--- config.mk ---
export PLATFORM = sky130hd
export DESIGN_NAME = alu_ex_stage
export DESIGN_NICKNAME = d
export VERILOG_FILES = /design/src/rtl/alu_ex_stage.sv
export SDC_FILE = /design/constraint.sdc
export NUM_CORES = 1
export LEC_CHECK = 0
export ABC_AREA = 1
export CAP_MARGIN = 20
export CORE_MARGIN = 2
export CORE_UTILIZATION = 34
export DETAILED_ROUTE_END_ITERATION = 6
export PLACE_DENSITY_LB_ADDON = 0.05
export SYNTH_ARGS = -nofsm -noshare
export SYNTH_HDL_FRONTEND = slang
export SYNTH_SLANG_ARGS = --single-unit
--- constraint.sdc ---
create_clock -name clk -period 2.8 [get_ports clk]
set_input_delay 0.56 -clock clk [delete_from_list [all_inputs] [get_ports clk]]
set_output_delay 0.56 -clock clk [all_outputs]
set_load 0.02 [all_outputs]
--- src/rtl/alu_ex_stage.sv ---
// alu_ex_stage: two-stage execute pipeline (S1 operand register feeding the alu, S2 result register to writeback).
// Define ALU_EX_BYPASS_EN to forward from S1/S2 instead of stalling on register hazards.
module alu_ex_stage #(
    parameter int REG_IDX_W    = 5,
    parameter bit R0_HARDWIRED = 1'b1,
    parameter int FUN_W        = 4
) (
    input  logic                 clk,
    input  logic                 rst,
    input  logic                 flush,
    input  logic                 in_valid,
    output logic                 in_ready,
    input  logic [FUN_W-1:0]     in_fun,
    input  logic [31:0]          in_rs1_val,
    input  logic [31:0]          in_rs2_val,
    input  logic [REG_IDX_W-1:0] in_rs1_idx,
    input  logic [REG_IDX_W-1:0] in_rs2_idx,
    input  logic [31:0]          in_imm,
    input  logic                 in_use_imm,
    input  logic [REG_IDX_W-1:0] in_rd,
    input  logic                 in_rd_we,
    output logic [31:0]          alu_in0,
    output logic [31:0]          alu_in1,
    output logic [FUN_W-1:0]     u_fun,
    input  logic [31:0]          alu_out,
    input  logic                 err_ufun_unk,
    output logic                 out_valid,
    input  logic                 out_ready,
    output logic [31:0]          out_data,
    output logic [REG_IDX_W-1:0] out_rd,
    output logic                 out_rd_we,
    output logic                 out_err,
    output logic                 err_sticky
);
    logic                 s1_v_q, s1_v_d, s1_we_q;
    logic [31:0]          s1_a_q, s1_b_q;
    logic [FUN_W-1:0]     s1_fun_q;
    logic [REG_IDX_W-1:0] s1_rd_q;
    logic                 s2_v_q, s2_v_d, out_we_q, out_err_q, err_sticky_q;
    logic [31:0]          out_data_q;
    logic [REG_IDX_W-1:0] out_rd_q;
    logic                 s2_free, s1_adv, acc, hazard_stall;
    logic                 m1_a, m2_a, m1_b, m2_b;
    logic [31:0]          opa, opb;

    function automatic logic hit(input logic v, input logic we,
                                 input logic [REG_IDX_W-1:0] rd, input logic [REG_IDX_W-1:0] src);
        return v & we & (rd == src) & !(R0_HARDWIRED & (rd == '0));
    endfunction

    always_comb begin
        m1_a = hit(s1_v_q, s1_we_q, s1_rd_q, in_rs1_idx);
        m2_a = hit(s2_v_q, out_we_q, out_rd_q, in_rs1_idx);
        m1_b = !in_use_imm & hit(s1_v_q, s1_we_q, s1_rd_q, in_rs2_idx);
        m2_b = !in_use_imm & hit(s2_v_q, out_we_q, out_rd_q, in_rs2_idx);
`ifdef ALU_EX_BYPASS_EN
        // S1 is the newest producer, so it wins over S2
        hazard_stall = 1'b0;
        opa = m1_a ? alu_out : m2_a ? out_data_q : in_rs1_val;
        opb = in_use_imm ? in_imm : m1_b ? alu_out : m2_b ? out_data_q : in_rs2_val;
`else
        hazard_stall = m1_a | m2_a | m1_b | m2_b;
        opa = in_rs1_val;
        opb = in_use_imm ? in_imm : in_rs2_val;
`endif
        s2_free  = !s2_v_q | out_ready;
        s1_adv   = s1_v_q & s2_free;
        in_ready = !flush & (!s1_v_q | s1_adv) & !hazard_stall;
        acc      = in_valid & in_ready;
        s1_v_d   = flush ? 1'b0 : acc ? 1'b1 : s1_adv ? 1'b0 : s1_v_q;
        s2_v_d   = flush ? 1'b0 : s1_adv ? 1'b1 : out_ready ? 1'b0 : s2_v_q;
    end

    always_ff @(posedge clk) begin
        if (acc) begin
            s1_a_q   <= opa;
            s1_b_q   <= opb;
            s1_fun_q <= in_fun;
            s1_rd_q  <= in_rd;
            s1_we_q  <= in_rd_we & !(R0_HARDWIRED & (in_rd == '0));
        end
    end

    always_ff @(posedge clk) begin
        if (rst) begin
            s1_v_q       <= 1'b0;
            s2_v_q       <= 1'b0;
            out_data_q   <= '0;
            out_rd_q     <= '0;
            out_we_q     <= 1'b0;
            out_err_q    <= 1'b0;
            err_sticky_q <= 1'b0;
        end else begin
            s1_v_q       <= s1_v_d;
            s2_v_q       <= s2_v_d;
            err_sticky_q <= err_sticky_q | (err_ufun_unk & s1_adv);
            if (s1_adv) begin
                out_data_q <= alu_out;
                out_rd_q   <= s1_rd_q;
                out_we_q   <= s1_we_q;
                out_err_q  <= err_ufun_unk;
            end
        end
    end

    assign alu_in0    = s1_a_q;
    assign alu_in1    = s1_b_q;
    assign u_fun      = s1_fun_q;
    assign out_valid  = s2_v_q;
    assign out_data   = out_data_q;
    assign out_rd     = out_rd_q;
    assign out_rd_we  = out_we_q;
    assign out_err    = out_err_q;
    assign err_sticky = err_sticky_q;
endmodule

==> flow_summary.ini <==
[floorplanning]
die_area_um2 = 14200
core_um2 = 13100
start_util_pct = 34.4
pin_count = 265
rows = 42
fp.dieH_um = 119
die_w_um = 119

[detailed_routing]
wl_per_cell_um = 15.0
drtIter0Drc = 231
vias_per_cell = 4.48
finalWirelength_mm = 13.8
vias = 4124
drc = 0
first_pass_iters = 4
ant_nets = 0

[global_route]
grt_max_degree = 66
track_usage_pct = 19.4
grt_pass1_vias = 3942
antenna_found_initial = 0
grt_pass1_wl_mm = 20.7
grt-ovfl-total = 0

[power_and_ir_drop]
vdd_drop_max_uv = 414
p_sw_share_pct = 21.7
cellLeakagePower_nw = 3.11
p_int_mw = 3.63
power.share.combinational_pct = 13.0
p_seq_share_pct = 41.7
p_switching_mw = 1.00
finalPower_mw = 4.63
p_clk_share_pct = 45.3
power.density_nw_per_um2 = 583

[status]
status = completed

[placed_design]
gp_congestion = 0.879
placed_cell_area_um2 = 7370
dpl.hpwl_mm = 10.5
io_buffers = 264

[final_layout]
layout-drive-gt1-share_pct = 7.11
area_delta_synth_final_pct = 76.4
diodes = 0
final.fill_count = 1099
layout_common_cells = 263 x clkdlybuf4s50_1, 143 x nand2_1, 78 x nor2_1
fin_util_pct = 60.7
design_area_um2 = 7950
nets = 887
layout_commonest_cell = clkdlybuf4s50_1

[logic_synthesis]
synth_cells = 458
yosysTopAreaCellShare_pct = 49.3
syn-cell-area_um2 = 4500
yosysTopAreaCell = edfxtp_1
synth_warnings = 0
avgSynthCellArea_um2 = 9.83
synth_area_leaders = edfxtp_1 49%, dfxtp_1 19%, nand2_1 12%, nor2_1 6.5%, o21ai_0 4.3%
ys_ff_latch = 116
yosysUniqueCellTypes = 23
yosysSeqAreaShare_pct = 68.0
syn_nets = 613

[worst_setup_path]
crit_arrival_ns = 2.09
r2r_slack_ns = 0.72
startpoint_type = primary input
crit_type = primary input to output port
cp-end-kind = output port
critPathMaxFanout = 4
crit_required_ns = 2.24

[clocking]
cts_buffers = 17
clk_pin_slew_ns = 0.05
postCtsHoldBufs = 0
cts_buffer_depth = 2
clock-root-buffer = clkbuf_16
postCtsSetupBuffers = 0
h-tree-depth = 4
clock_latency_ns = 0.41
cts.sinks = 116
cts_tree = built

[timing]
finalHoldViolCount = 0
period_needed_ns = 2.65
finalSetupViolCount = 0
drv_slew = 0
worst_pin_slew_ns = 0.627
fin_skew_ns = 0.00715
rsz0062_at_grt = no
post-route-period-util_pct = 94.5
max_freq_mhz = 378
slew_headroom_pct = 58.1

[worst_hold_path]
hp-class = flip-flop to flip-flop

[job]
cap_violations = 0
[power by group through the flow]
stage | combinational (mW) | clock, mW | sequential (mW)
2_1_floorplan | 0.141 | 0 | 2.04
5_1_grt | 0.651 | 2.22 | 1.94
4_1_cts | 0.611 | 2.13 | 1.93
3_5_place_dp | 0.608 | 0 | 1.96
3_3_place_gp | 0.601 | 0 | 1.96
6_report | 0.603 | 2.10 | 1.93
[repair_timing]
item / in CTS / in global routing
endpoints found under the setup margin: 1 / 0
hold endpoints to repair: 0 / 0
gates resized for setup: 1 / 0
[state kept, by name, summed over array words and instances (netlist names)]
register,flops
alu_in0,32
alu_in1,32
err_sticky,1
out_data,32
out_err,1
out_rd,5
out_rd_we,1
out_valid,1
s1_rd_q,5
s1_v_q,1
s1_we_q,1
u_fun,4
[layer usage]
metal,up-vias,GRT usage [%],share of wire (%)
met2,163,34.6,52
li1,2037,-,-
met1,1905,20.5,38
met3,19,7.42,8.5
met4,0,7.51,2.0
met5,-,0,0
[cell usage after synthesis (all sizes together)]
cell type,instances
a21oi,13
buf,8
clkbuf,10
dfxtp,42
edfxtp,74
inv,29
nand2,146
nand3,6
nand4,1
nor2,80
o211ai,1
o21ai,41
or4,1
xnor2,5
xor2,1
[stage by stage]
step	std cells	hold slack, ns	setup TNS (ns)	setup slack (ns)
floorplan	458	0.493	0	0.181
global placement	889	0.436	-0.0333	-0.0333
detailed placement	889	0.452	-0.0391	-0.0391
CTS	921	0.460	0	0.146
global route	921	0.466	0	0.0426
finish	921	0.457	0	0.153
[worst max-delay path: stages]
cell,delay (ns)
clkdlybuf4s50_1,0.55
inv_1,0.07
nand2_1,0.06
nand2_1,0.06
inv_1,0.04
nand2_1,0.04
nor2_1,0.08
nand2_1,0.05
nand2_1,0.08
nand2_2,0.06
nand2_1,0.07
inv_1,0.04
dlygate4sd2_1,0.31
[layout make-up]
type	count	area, um2	share of cell area (%)
multi-input cells	295	1250	15.8
clock buffers	20	437	5.50
inverters	29	113	1.42
repair buffers	273	2720	34.3
flip-flops and latches	116	3060	38.6
clock inverters	12	138	1.73
well taps	176	220	2.77
[final timing paths]
path,from,to,cells past startpoint
max,in_rs2_idx[1],in_ready,13
max reg2reg,s1_rd_q[0],alu_in0[9],11
min,err_sticky,err_sticky,2
min reg2reg,err_sticky,err_sticky,2
[logic make-up (layout without fill, tap and decap cells)]
group | Yosys count | in the layout | synth area share (%)
DFF | 116 | 116 | 68.0
and+or+nand+nor | 234 | 234 | 20.4
AOI/OAI and AO/OA | 55 | 55 | 6.25
xor gates and xnor gates | 6 | 6 | 1.17
buffers and inverters | 47 | 334 | 4.17
No activity file was read; power rests on OpenSTA's default activity.
==> RTL change (same flow settings) <==
Change the parameter `REG_IDX_W` from 5 to 3.
--- a/src/rtl/alu_ex_stage.sv
+++ b/src/rtl/alu_ex_stage.sv
@@ -2,5 +2,5 @@
 // Define ALU_EX_BYPASS_EN to forward from S1/S2 instead of stalling on register hazards.
 module alu_ex_stage #(
-    parameter int REG_IDX_W    = 5,
+    parameter int REG_IDX_W    = 3,
     parameter bit R0_HARDWIRED = 1'b1,
     parameter int FUN_W        = 4
Ports: changed (resized in_rd, in_rs1_idx, in_rs2_idx and out_rd); port bits go from 265 to 257. No check against the original RTL was run, so the function may have changed too.
==> RTL change against the unedited design <==
- power down 21%
- setup slack better by 0.079 ns
- final area fell by 7.9%
- combinational power is 4.5% lower
- routed wire length is 8.9% lower
- sequential cell count fell by 4
- register-to-register slack improved by 0.17 ns
- final cell count is 7.9% lower
- synthesized area down 5.9%
- critical path type unchanged
- largest power group is now registers
- highest routed layer unchanged
==> RTL change: results (changes against the unedited design) <==
| Metric | Value |
|---|---|
| Synth Area in Compound Gates | 0.0549 (was 0.0625) |
| H-tree depth | 3 (was 4) |
| DRC Markers | 0 (unchanged) |
| Slew Limit Headroom | 0.573 (was 0.581) |
| Layout cells sized above 1 | 0.0574 (was 0.0711) |
| Port bufs | 256 (was 264) |
| Final #Nets | 824 (was 887) |
| Critical Path Fanout Max | 3 (was 4) |
| Worst VDD drop | 251 uV (was 414 uV) |
| Post-Synthesis Cells | 414 (was 458) |
| Xor and xnor fraction of the mapped netlist area | 0.00827 (was 0.0117) |
| Clk_skew | 0.0103 ns (was 0.00715 ns) |
| Detailed Routing Iterations Pass 1 | 4 (unchanged) |
| Critical-path top delay cell | clkdlybuf4s50_1 (unchanged) |
| Initial antenna violation count | 0 (unchanged) |
| HPWL after DPL | 9.73 mm (was 10.5 mm) |
| YS warnings | 0 (unchanged) |
| Synth Flop Type | edfxtp_1 (unchanged) |
| Die ar. | 13,400 um^2 (was 14,200 um^2) |
| Placed Cells | 832 (was 889) |
| Share of flip-flops with an asynchronous set or reset | 0 (unchanged) |
| Status | finished, final reports clean (unchanged) |
| Num CTS Buffers | 9 (was 17) |
| Vias per cell | 4.43 (was 4.48) |
| Vias in the first global route | 3,642 (was 3,942) |
| Largest net degree at the start of global routing | 37 (was 66) |
| Post-synth EDFFs | 72 (was 74) |
| ANT cells | 0 (unchanged) |
| Drt initial violations | 219 (was 231) |
| RePlAce Congestion | 0.819 (was 0.879) |
| DR WL/cell | 14.9 um (was 15.0 um) |
| WP data arrival | 2.01 ns (was 2.09 ns) |
| Area contributors post-synth | edfxtp_1 51%, dfxtp_1 19%, nand2_1 11% (was edfxtp_1 49%, dfxtp_1 19%, nand2_1 12%) |
| Post-synth top cells | 127 x nand2_1, 75 x nor2_1, 72 x edfxtp_1, 40 x dfxtp_1, 36 x o21ai_0 (was 143 x nand2_1, 78 x nor2_1, 74 x edfxtp_1, 42 x dfxtp_1, 39 x o21ai_0) |
| Post-CTS setup buffers | 0 (unchanged) |
| Total GRT Usage | 0.184 (was 0.194) |
| First-pass GRT wire length | 18.7 mm (was 20.7 mm) |
| Layout Cells excl Fill | 848 (was 921) |
| Leak Pwr | 0.00283 uW (was 0.00311 uW) |
| Root Buffer | clkbuf_16 (unchanged) |
| Worst-skew pair later-pin latency | 0.34 ns (was 0.41 ns) |
| Seq/Total Area, Yosys | 0.699 (was 0.680) |
| Critical Path Max Stage Delay | 0.52 ns (was 0.55 ns) |
| Worst hold path class | register to register (unchanged) |
| Clock-pin slew on the worst setup and hold paths | 0.07 ns (was 0.05 ns) |
| Clock buffer depth | 2 (unchanged) |
| Area share of fa/ha/maj cells after synthesis | 0 (unchanged) |
| Syn Nets | 563 (was 613) |
| Netlist cell types | 20 (was 23) |
| Mux cell area share after synthesis | 0 (unchanged) |
RTL change: report_power, final:
| group | leakage (uW) | switching [uW] | internal (uW) | total [uW] |
|---|---|---|---|---|
| logic | 0.00169 | 244 | 333 | 576 |
| clock network | 0.000141 | 576 | 636 | 1210 |
| registers | 0.00100 | 25.6 | 1830 | 1860 |
| total | 0.00283 | 846 | 2800 | 3650 |
RTL change: timing repair:
item / CTS / global route
setup endpoints to repair: 1 / 0
gates resized for setup: 1 / 0
hold buffers: 0 / 0
RTL change: cells by family (layout without fill, tap and decap cells):
kind of cell	after synthesis	after routing
AND/OR/NAND/NOR	214	214
flip-flops	112	112
AO/OA/AOI/OAI	45	45
buffers and inverters	39	305
XOR/XNOR	4	4
RTL change: final timing paths:
kind              slack [ns]  cells after the start          end           from
setup reg to reg        0.89                      7  alu_in0[29]     s1_rd_q[1]
hold reg to reg         0.48                      2      out_err        out_err
setup / recovery        0.23                     11     in_ready  in_rs2_idx[1]
hold / removal          0.48                      2      out_err        out_err
RTL change: through the flow:
step	hold WS, ns	setup WS [ns]	area (um^2)
after floorplan	0.492	0.307	4240
after global placement	0.442	0.0346	7040
after detailed placement	0.470	0.00749	7040
after CTS	0.480	0.216	7310
after global routing	0.506	0.0996	7310
final	0.482	0.232	7310
RTL change: critical path, delay by kind of cell:
family,cells,cell delay [ns]
and+or+nand+nor,7,0.51
buffers and inverters,4,0.94
RTL change: routing by layer:
metal	global-route usage	share of wire	vias up
met4	0.0802	0.025	0
met3	0.0664	0.11	18
met2	0.321	0.51	166
li1	-	-	1862
met5	0	0	-
met1	0.202	0.36	1708
RTL change: area by class of cell:
cell class                      instances  area, um^2
Fill cell                            1080        4800
Timing Repair Buffer                  267        2670
Sequential cell                       112        2960
Tap cell                              168         210
Multi-Input combinational cell        263        1110
Clock inverter                          4        26.3
Inverter                               22        86.3
Clock buffer                           12         248
